`src/rtl/dead_time_monitor_pkg.sv`:
```
// Shared types for the PWM-leg dead-time monitor: FSM state, fault cause
// encoding, the counter-width macro and the gate normalisation helper.
`ifndef DTCOUNT_WIDTH
`define DTCOUNT_WIDTH 8
`endif

package dead_time_monitor_pkg;

  typedef enum logic [2:0] {
    OFF_INIT,
    A_ON,
    B_ON,
    DT_AB,
    DT_BA,
    FAULT
  } dtm_state_t;

  typedef enum logic [1:0] {
    DTM_NONE    = 2'd0,
    DTM_OVERLAP = 2'd1,
    DTM_SHORT_A = 2'd2,
    DTM_SHORT_B = 2'd3
  } dtm_fault_t;

  // A gate is "on" when its pin level equals its programmed active level.
  function automatic logic gate_on(input logic gate, input logic active_lvl);
    return gate == active_lvl;
  endfunction

endpackage

```
`src/rtl/dead_time_monitor_sat_counter.sv`:
```
// Saturating up-counter used to measure the both-off interval. start loads 1
// (the first both-off sample has already been seen), clr returns to 0, inc
// counts up and sticks at all-ones so a full count reads as "at least max".
module dead_time_monitor_sat_counter #(
  parameter int W = 8
) (
  input  logic         clk,
  input  logic         reset_n,
  input  logic         start,
  input  logic         clr,
  input  logic         inc,
  output logic [W-1:0] cnt
);

  localparam logic [W-1:0] CNT_MAX = '1;

  // Load / clear / saturating increment, start taking priority over clear.
  always_ff @(posedge clk or negedge reset_n) begin
    if (!reset_n) begin
      cnt <= '0;
    end else if (start) begin
      cnt <= W'(1);
    end else if (clr) begin
      cnt <= '0;
    end else if (inc && (cnt != CNT_MAX)) begin
      cnt <= cnt + W'(1);
    end
  end

endmodule

```
`src/rtl/dead_time_monitor.sv`:
```
// Dead-time monitor for one PWM leg. Sits between the dead-time generator and
// the gate-driver pins, measures the both-off interval before every turn-on,
// and latches a fault that forces both pins inactive until fault_clr.
//
//   state    | meaning
//   ---------+-----------------------------------------------------------
//   OFF_INIT | both off, no history since reset/enable/clear; counter 0
//   A_ON     | high-side active
//   B_ON     | low-side active
//   DT_AB    | both off after A; counting dead time before B turn-on
//   DT_BA    | both off after B; counting dead time before A turn-on
//   FAULT    | violation seen; waits for fault_clr (or enable low)
`ifndef DTCOUNT_WIDTH
`define DTCOUNT_WIDTH 8
`endif

module dead_time_monitor
  import dead_time_monitor_pkg::*;
#(
  parameter int DT_W       = `DTCOUNT_WIDTH,
  parameter bit FIRST_SKIP = 1'b1
) (
  input  logic            clk,
  input  logic            reset_n,
  input  logic            enable,
  input  logic            gate_A,
  input  logic            gate_B,
  input  logic            logic_A,
  input  logic            logic_B,
  input  logic [DT_W-1:0] dtmin_A,
  input  logic [DT_W-1:0] dtmin_B,
  input  logic            fault_clr,
  output logic            gate_out_A,
  output logic            gate_out_B,
  output logic            fault,
  output logic [1:0]      fault_code,
  output logic [DT_W-1:0] meas_dt_A,
  output logic [DT_W-1:0] meas_dt_B,
  output logic            meas_valid
);

  logic            a_q;
  logic            b_q;
  dtm_state_t      state_q;
  dtm_state_t      state_d;
  logic            cnt_start;
  logic            cnt_clr;
  logic            cnt_inc;
  logic [DT_W-1:0] cnt;
  logic            fault_set;
  dtm_fault_t      fault_cause;
  logic            fault_q;
  dtm_fault_t      fault_code_q;
  logic            ld_meas_a;
  logic            ld_meas_b;
  logic [DT_W-1:0] meas_a_q;
  logic [DT_W-1:0] meas_b_q;
  logic            meas_valid_q;
  logic            pass;

  // Register the normalised gate states once; all checks run on a_q/b_q.
  always_ff @(posedge clk or negedge reset_n) begin
    if (!reset_n) begin
      a_q <= 1'b0;
      b_q <= 1'b0;
    end else begin
      a_q <= gate_on(gate_A, logic_A);
      b_q <= gate_on(gate_B, logic_B);
    end
  end

  dead_time_monitor_sat_counter #(
    .W (DT_W)
  ) u_dt_cnt (
    .clk     (clk),
    .reset_n (reset_n),
    .start   (cnt_start),
    .clr     (cnt_clr),
    .inc     (cnt_inc),
    .cnt     (cnt)
  );

  // State register.
  always_ff @(posedge clk or negedge reset_n) begin
    if (!reset_n) begin
      state_q <= OFF_INIT;
    end else begin
      state_q <= state_d;
    end
  end

  // Next state, counter control, measurement loads and fault detection.
  // Overlap is tested before any per-state transition so it always wins.
  always_comb begin
    state_d     = state_q;
    cnt_start   = 1'b0;
    cnt_clr     = 1'b0;
    cnt_inc     = 1'b0;
    fault_set   = 1'b0;
    fault_cause = DTM_NONE;
    ld_meas_a   = 1'b0;
    ld_meas_b   = 1'b0;

    if (fault_clr || !enable) begin
      state_d = OFF_INIT;
      cnt_clr = 1'b1;
    end else if (state_q == FAULT) begin
      cnt_clr = 1'b1;
    end else if (a_q && b_q) begin
      state_d     = FAULT;
      cnt_clr     = 1'b1;
      fault_set   = 1'b1;
      fault_cause = DTM_OVERLAP;
    end else begin
      case (state_q)
        OFF_INIT: begin
          cnt_clr = 1'b1;
          if (a_q) begin
            state_d = A_ON;
            if (!FIRST_SKIP && (cnt < dtmin_A)) begin
              state_d     = FAULT;
              fault_set   = 1'b1;
              fault_cause = DTM_SHORT_A;
            end
          end else if (b_q) begin
            state_d = B_ON;
            if (!FIRST_SKIP && (cnt < dtmin_B)) begin
              state_d     = FAULT;
              fault_set   = 1'b1;
              fault_cause = DTM_SHORT_B;
            end
          end
        end

        A_ON: begin
          cnt_clr = 1'b1;
          if (!a_q && !b_q) begin
            state_d   = DT_AB;
            cnt_start = 1'b1;
          end else if (!a_q && b_q) begin
            // Hand-over with no both-off sample: a zero dead time for B.
            state_d   = B_ON;
            ld_meas_b = 1'b1;
            if (cnt < dtmin_B) begin
              state_d     = FAULT;
              fault_set   = 1'b1;
              fault_cause = DTM_SHORT_B;
            end
          end
        end

        B_ON: begin
          cnt_clr = 1'b1;
          if (!a_q && !b_q) begin
            state_d   = DT_BA;
            cnt_start = 1'b1;
          end else if (a_q && !b_q) begin
            state_d   = A_ON;
            ld_meas_a = 1'b1;
            if (cnt < dtmin_A) begin
              state_d     = FAULT;
              fault_set   = 1'b1;
              fault_cause = DTM_SHORT_A;
            end
          end
        end

        DT_AB: begin
          if (b_q) begin
            state_d   = B_ON;
            cnt_clr   = 1'b1;
            ld_meas_b = 1'b1;
            if (cnt < dtmin_B) begin
              state_d     = FAULT;
              fault_set   = 1'b1;
              fault_cause = DTM_SHORT_B;
            end
          end else if (a_q) begin
            state_d = A_ON;
            cnt_clr = 1'b1;
          end else begin
            cnt_inc = 1'b1;
          end
        end

        DT_BA: begin
          if (a_q) begin
            state_d   = A_ON;
            cnt_clr   = 1'b1;
            ld_meas_a = 1'b1;
            if (cnt < dtmin_A) begin
              state_d     = FAULT;
              fault_set   = 1'b1;
              fault_cause = DTM_SHORT_A;
            end
          end else if (b_q) begin
            state_d = B_ON;
            cnt_clr = 1'b1;
          end else begin
            cnt_inc = 1'b1;
          end
        end

        default: begin
          state_d = OFF_INIT;
          cnt_clr = 1'b1;
        end
      endcase
    end
  end

  // Latched fault: the first cause sticks until fault_clr.
  always_ff @(posedge clk or negedge reset_n) begin
    if (!reset_n) begin
      fault_q      <= 1'b0;
      fault_code_q <= DTM_NONE;
    end else if (fault_clr) begin
      fault_q      <= 1'b0;
      fault_code_q <= DTM_NONE;
    end else if (fault_set && !fault_q) begin
      fault_q      <= 1'b1;
      fault_code_q <= fault_cause;
    end
  end

  // Measurement capture with a one-cycle valid strobe.
  always_ff @(posedge clk or negedge reset_n) begin
    if (!reset_n) begin
      meas_a_q     <= '0;
      meas_b_q     <= '0;
      meas_valid_q <= 1'b0;
    end else begin
      meas_valid_q <= ld_meas_a || ld_meas_b;
      if (ld_meas_a) begin
        meas_a_q <= cnt;
      end
      if (ld_meas_b) begin
        meas_b_q <= cnt;
      end
    end
  end

  // reset_n is part of the mask so the pins go inactive the moment reset asserts.
  assign pass       = reset_n && enable && !fault_q;
  assign gate_out_A = pass ? gate_A : ~logic_A;
  assign gate_out_B = pass ? gate_B : ~logic_B;

  assign fault      = fault_q;
  assign fault_code = fault_code_q;
  assign meas_dt_A  = meas_a_q;
  assign meas_dt_B  = meas_b_q;
  assign meas_valid = meas_valid_q;

endmodule

```
`config.mk`:
```
export PLATFORM = sky130hd
export DESIGN_NAME = dead_time_monitor
export DESIGN_NICKNAME = d
export VERILOG_FILES = /design/src/rtl/dead_time_monitor_pkg.sv /design/src/rtl/dead_time_monitor_sat_counter.sv /design/src/rtl/dead_time_monitor.sv
export SDC_FILE = /design/constraint.sdc
export NUM_CORES = 1
export LEC_CHECK = 0
export ABC_AREA = 0
export CAP_MARGIN = 25
export CORE_MARGIN = 2
export CORE_UTILIZATION = 63
export CTS_CLUSTER_SIZE = 30
export DETAILED_ROUTE_END_ITERATION = 10
export DONT_BUFFER_PORTS = 1
export PLACE_DENSITY_LB_ADDON = 0.05
export SLEW_MARGIN = 20
export SYNTH_ARGS = -nofsm -noshare
export SYNTH_HDL_FRONTEND = slang
export SYNTH_SLANG_ARGS = --single-unit
```
`constraint.sdc`:
```
create_clock -name clk -period 2.75 [get_ports clk]
set_input_delay 0.55 -clock clk [delete_from_list [all_inputs] [get_ports clk]]
set_output_delay 0.55 -clock clk [all_outputs]
set_load 0.02 [all_outputs]
```
## Yosys cells after proc, flatten, opt, wreduce, memory -nomap -nowiden

Index checks and enable logic that the tools add are counted.

| operators by class | value |
|---|---|
| equality and inequality tests | 12 |
| reductions and logical operators | 19 |
| add/subtract/negate cells | 1 |
| bitwise operators | 2 |
| multiplexer cells | 81 |
| $lt $le $gt $ge | 2 |

Operators by type and width:

| operator | count |
|---|---|
| 1-bit two-way mux | 44 |
| 3-bit two-way mux | 14 |
| 2-bit two-way mux | 13 |
| 8-bit two-way mux | 3 |
| 8-bit < comparator | 2 |
| 5-bit inequality test (second input constant) | 3 |
| 3-bit case mux with 5 select lines | 1 |
| 8-bit by 1-bit adder with 8-bit output (second input constant) | 1 |
| 1-bit logical AND | 8 |
| 8-bit inequality test (second input constant) | 1 |
| 1-bit case mux with 2 select lines | 4 |
| 2-bit case mux with 4 select lines | 1 |
| 3-bit by 2-bit equality test with 1-bit output (second input constant) | 2 |
| 3-bit equality test (second input constant) | 2 |
| 1-bit logical NOT | 4 |
| 1-bit case mux with 4 select lines | 1 |
| 4-bit AND reduction | 1 |
| 3-bit by 1-bit equality test with 1-bit output (second input constant) | 1 |
| 3-bit logical NOT | 1 |
| 3-bit nonzero test | 1 |
| 1-bit equality test | 2 |
| 1-bit logical OR | 2 |
| 2-bit inequality test (second input constant) | 1 |
| 1-bit NOT | 2 |
| other kinds (2) | 2 |

| word-level totals | value |
|---|---|
| input port bits | 24 |
| register bits after elaboration | 33 |
| output and inout port bits | 22 |
| logic and storage cells | 126 |

## Longest topological paths before layout

| logic depth | value |
|---|---|
| depth in word-level cells | 11 |
| mapped depth | 8 |
| depth with buffers taken out | 7 |

## Hierarchy

Synthesis repeated with hierarchy kept, for this count alone.

| unflattened totals | value |
|---|---|
| cell total of the unflattened synthesis | 217 |
| area total of the unflattened synthesis | 2139.6 µm² |

Modules (own cells, without submodules):

| module | cells an instance | area each (µm²) | times used |
|---|---|---|---|
| dead_time_monitor | 167 | 1670.4 | 1 |
| dead_time_monitor_sat_counter | 50 | 469.2 | 1 |

## Least setup slack after synthesis

Ideal clock, no wire load.

| timing | value |
|---|---|
| kind | flip-flop to flip-flop |
| start point | register u_dt_cnt.cnt[0] |
| end point | register u_dt_cnt.cnt[0] |
| data arrival time | 1971 ps |
| buffers on the path | 2 |
| stages on the path, launching flop included | 9 |
| slack | 668 ps |
| clock period less this slack | 2082 ps |
| library setup time | 111 ps |
| cells stage by stage | dfrtp_1 > ha_1 > and3_1 > buf_6 > or3b_1 > buf_6 > xor2_2 > o211ai_2 > a2111oi_2 |

| between the ends | value |
|---|---|
| longest elaborated chain between the ends | 4 |
| elaborated cells on any way between the ends | 7 |

RTL lines:

| what | RTL line | source |
|---|---|---|
| start: declaration | dead_time_monitor_sat_counter.sv:12 | `output logic [W-1:0] cnt` |
| start signal: assignment | dead_time_monitor_sat_counter.sv:26 | `cnt <= cnt + W'(1);` |
| 8-bit by 1-bit adder with 8-bit output | dead_time_monitor_sat_counter.sv:26 |  |
| 8-bit two-way mux | dead_time_monitor_sat_counter.sv:25 | `end else if (inc && (cnt != CNT_MAX)) begin` |
| 8-bit two-way mux | dead_time_monitor_sat_counter.sv:23 | `end else if (clr) begin` |
| 8-bit two-way mux | dead_time_monitor_sat_counter.sv:21 | `end else if (start) begin` |

Several ways; a longest one is shown, not always the timed one. The select of a mux whose other input is x is not followed.
A chain may end at the register's enable or synchronous reset.

## Worst setup path after layout

| timing | value |
|---|---|
| start point | register u_dt_cnt.cnt[2] |
| end point | register fault_q, in the netlist fault |

| between the ends | value |
|---|---|
| longest elaborated chain between the ends | 10 |
| elaborated cells on any way between the ends | 16 |

RTL lines:

| what | RTL line | source |
|---|---|---|
| 8-bit < comparator (on tied branches) | - |  |
| 1-bit two-way mux (on tied branches) | - |  |
| 1-bit two-way mux (on tied branches) | dead_time_monitor.sv:157, dead_time_monitor.sv:140 |  |
| 1-bit two-way mux (on tied branches) | dead_time_monitor.sv:154, dead_time_monitor.sv:137 |  |
| 1-bit case mux with 4 select lines (*) | dead_time_monitor.sv:115 | `case (state_q)` |
| 1-bit two-way mux (*) | dead_time_monitor.sv:109 | `end else if (a_q && b_q) begin` |
| 1-bit two-way mux (*) | dead_time_monitor.sv:107 | `end else if (state_q == FAULT) begin` |
| 1-bit two-way mux (*) | dead_time_monitor.sv:104 | `if (fault_clr \|\| !enable) begin` |
| 1-bit logical AND (*) | dead_time_monitor.sv:220 | `end else if (fault_set && !fault_q) begin` |
| 2-bit nonzero test (no line) (*) | - |  |
| end signal: assignment | dead_time_monitor.sv:215 | `fault_q <= 1'b0;` |
| end signal: assignment | dead_time_monitor.sv:218 | `fault_q <= 1'b0;` |
| end signal: assignment | dead_time_monitor.sv:221 | `fault_q <= 1'b1;` |
| end: declaration | dead_time_monitor.sv:52 | `logic fault_q;` |

Every way passes the cells marked *; elsewhere a longest branch is shown, timed or not.

==> impl_metrics.ini <==
[clock_network]
tritoncts = built
ctsResizeCount = 0
clk_path_buf_depth = 2
clk_latency_ns = 0.33
clk_pin_slew_ns = 0.10
cts_made_buffers = 5
postCtsSetupRepairBufs = 0
htreeDepth = 2
cts_sinks = 33
root_buffer = clkbuf_4

[yosys]
synthAdderAreaFrac_pct = 9.51
synth_top_family_by_area = simple AND/OR/NAND/NOR gates
synthSimpleGateAreaFrac_pct = 16.6
ys_warn_count = 0
synth.avg_cell_area_um2 = 9.82
synth_compound_area_share_pct = 12.5
netlist_instances = 201
syn_nets = 240
ys_seq_elements = 33
seq_area_frac_synth_pct = 41.9
async_reset_ff_share_pct = 100
synth_edf_count = 0
yosysUniqueCellTypes = 41
synthXorXnorAreaFrac_pct = 2.60
netlist_area_um2 = 1970
muxShareOfSynthArea_pct = 9.07
synth_flop_cell = dfrtp_1

[global_route]
met1_usage_pct = 31.0
grt_pass1_wl_um = 6070
use_met2_pct = 35.7
antenna_found_initial = 0
grt_max_degree = 34
use_met3_pct = 6.93
busiest_layer = met2
grt.total_usage_pct = 23.4
grt_pass1_vias = 1361
grt_overflow = 0

[timing]
period_share_pct = 84.2
max_freq_mhz = 432
hold_viol = 0
worst_slew_pin_slew_ns = 0.502
setup_tns_ns = 0
rsz0062_at_grt = false
slew-limit-headroom_pct = 66.4
slew_violations = 0
finalClockSkew_ns = 0.00794
setup_viol = 0
fin_crit_ns = 2.32

[final_layout]
area_delta_synth_final_pct = 2.85
post-route-util_pct = 67.0
final_cell_mix = dfrtp_1, inv_1, nor2_1, mux2_2, ha_1
drive_above_1_share_pct = 13.4
layout_commonest_cell = dfrtp_1
nNetsFinal = 240
diodes = 0

[worst_setup_path]
crit_arrival_ns = 2.56
crit_path_start_kind = flip-flop
worstPathRequired_ns = 3.00
path_common_cell = a211oi_1
cp_slowest_stage_delay_ns = 0.49
cp_slowest_cell = dfrtp_1
crit_chain = ha_1 -> a211oi_1 -> o21ai_0 -> a211oi_1 -> o2111ai_1 -> a41oi_1
cp-end-kind = flip-flop
crit_fanout = 9
worstSetupPathType = flip-flop to flip-flop

[floorplanning]
die_x_um = 60.0
fp.dieArea_um2 = 3600
die_y_um = 60.0
core_area_um2 = 3030
pin_count = 46
rows = 20
initial_core_util_pct = 65.2

[place]
port_buffers = 0
hpwl_um = 2800
place_congestion = 0.779

[worst_hold_path]
hold_path.class = primary input to async pin

[detailed_routing]
vias = 1491
drc = 0
wl_per_cell_um = 15.3
drt-initial-drc-count = 64
via_per_inst = 6.06
postRouteAntennaNets = 0
routed_wl_um = 3760
dr.pass1.iters = 5

[power]
p_leak_nw = 1.00
ir_drop_uv = 330
p_per_area_nw_per_um2 = 428

[outcome]
outcome = completed

[run]
cap_violations = 0
==> cell usage after synthesis, types with 2 or more instances <==
cell	n	share of area [%]
ha_1	15	9.5
buf_6	2	1.1
o21ai_0	12	3.0
clkbuf_8	2	1.4
xnor2_1	2	0.89
a211oi_1	4	1.5
xor2_1	2	0.89
nor3b_1	2	0.76
nor2b_1	2	0.63
nand2b_1	6	1.9
clkbuf_1	2	0.38
nand4_1	5	1.6
inv_1	23	4.4
and3_1	2	0.63
o2111ai_1	2	0.89
mux2_2	15	8.6
nand2_1	13	2.5
nand3_1	9	2.3
nor2_1	17	3.2
a21oi_1	7	1.8
dfrtp_1	33	42
a41oi_1	2	0.89
a31oi_1	4	1.3
==> kinds of logic (layout without fill, tap and decap cells) <==
kind of cell    Yosys count  in the layout
flops                    33             33
simple gates             64             64
buf+inv                  31             32
fa+ha+maj                15             15
compound gates           37             37
xor+xnor                  5              5
mux                      16             16
==> metrics by stage <==
step	setup WS (ns)	hold WS, ns	instance area [um^2]	power (mW)	instances
finish	0.435	0.0326	2030	0.868	246
global route	0.236	0.0131	2030	0.920	246
CTS	0.435	0.0298	2030	0.882	246
detailed placement	0.367	0.255	1960	0.610	237
global placement	0.464	0.255	1960	0.606	237
floorplan	0.668	0.254	1970	0.601	201
==> power by group <==
part | internal, mW | switching (mW)
combinational | 0.0361 | 0.0509
clock | 0.0973 | 0.159
sequential | 0.497 | 0.0284
==> repair_timing <==
item,4_1_cts,5_1_grt
hold buffers,1,0
setup endpoints to repair,0,0
hold endpoints to repair,33,0
==> final timing paths <==
kind	end	slack [ns]	cells past startpoint	start
worst max-delay path	fault	0.43	6	u_dt_cnt.cnt[2]
min in group clk	a_q	0.30	1	gate_A
max in group asynchronous	u_dt_cnt.cnt[2]	2.54	1	reset_n
worst min-delay path	u_dt_cnt.cnt[6]	0.03	1	reset_n
worst min register to register	u_dt_cnt.cnt[6]	0.63	1	u_dt_cnt.cnt[6]
worst max register to register	fault	0.43	6	u_dt_cnt.cnt[2]
==> flip-flops by register name (all words and copies together), names as in the netlist <==
signal	count
u_dt_cnt.cnt	8
a_q	1
fault_code	2
fault	1
meas_dt_B	8
meas_valid	1
state_q	3
b_q	1
meas_dt_A	8
==> critical path, delay by kind of cell, from the launching register on <==
kind,cells,cell delay [ns]
AOI/OAI and AO/OA,5,1.42
DFF,1,0.49
adders and majority gates,1,0.33
==> routing by layer <==
layer | up-vias | wire length (um)
li1 | 710 | -
met3 | 9 | 257
met2 | 65 | 1810
met4 | 0 | 61
met1 | 707 | 1630
met5 | - | 0
==> cell type report <==
cell class	instances	area (um^2)
fill	256	998
multi-input combinational	137	991
sequential	33	826
inverter	23	86.3
tap	44	55.1
clock buffer	6	41.3
timing repair buffer	1	20.0
clock inverter	2	10.0
(Power assumes the default switching activity.)
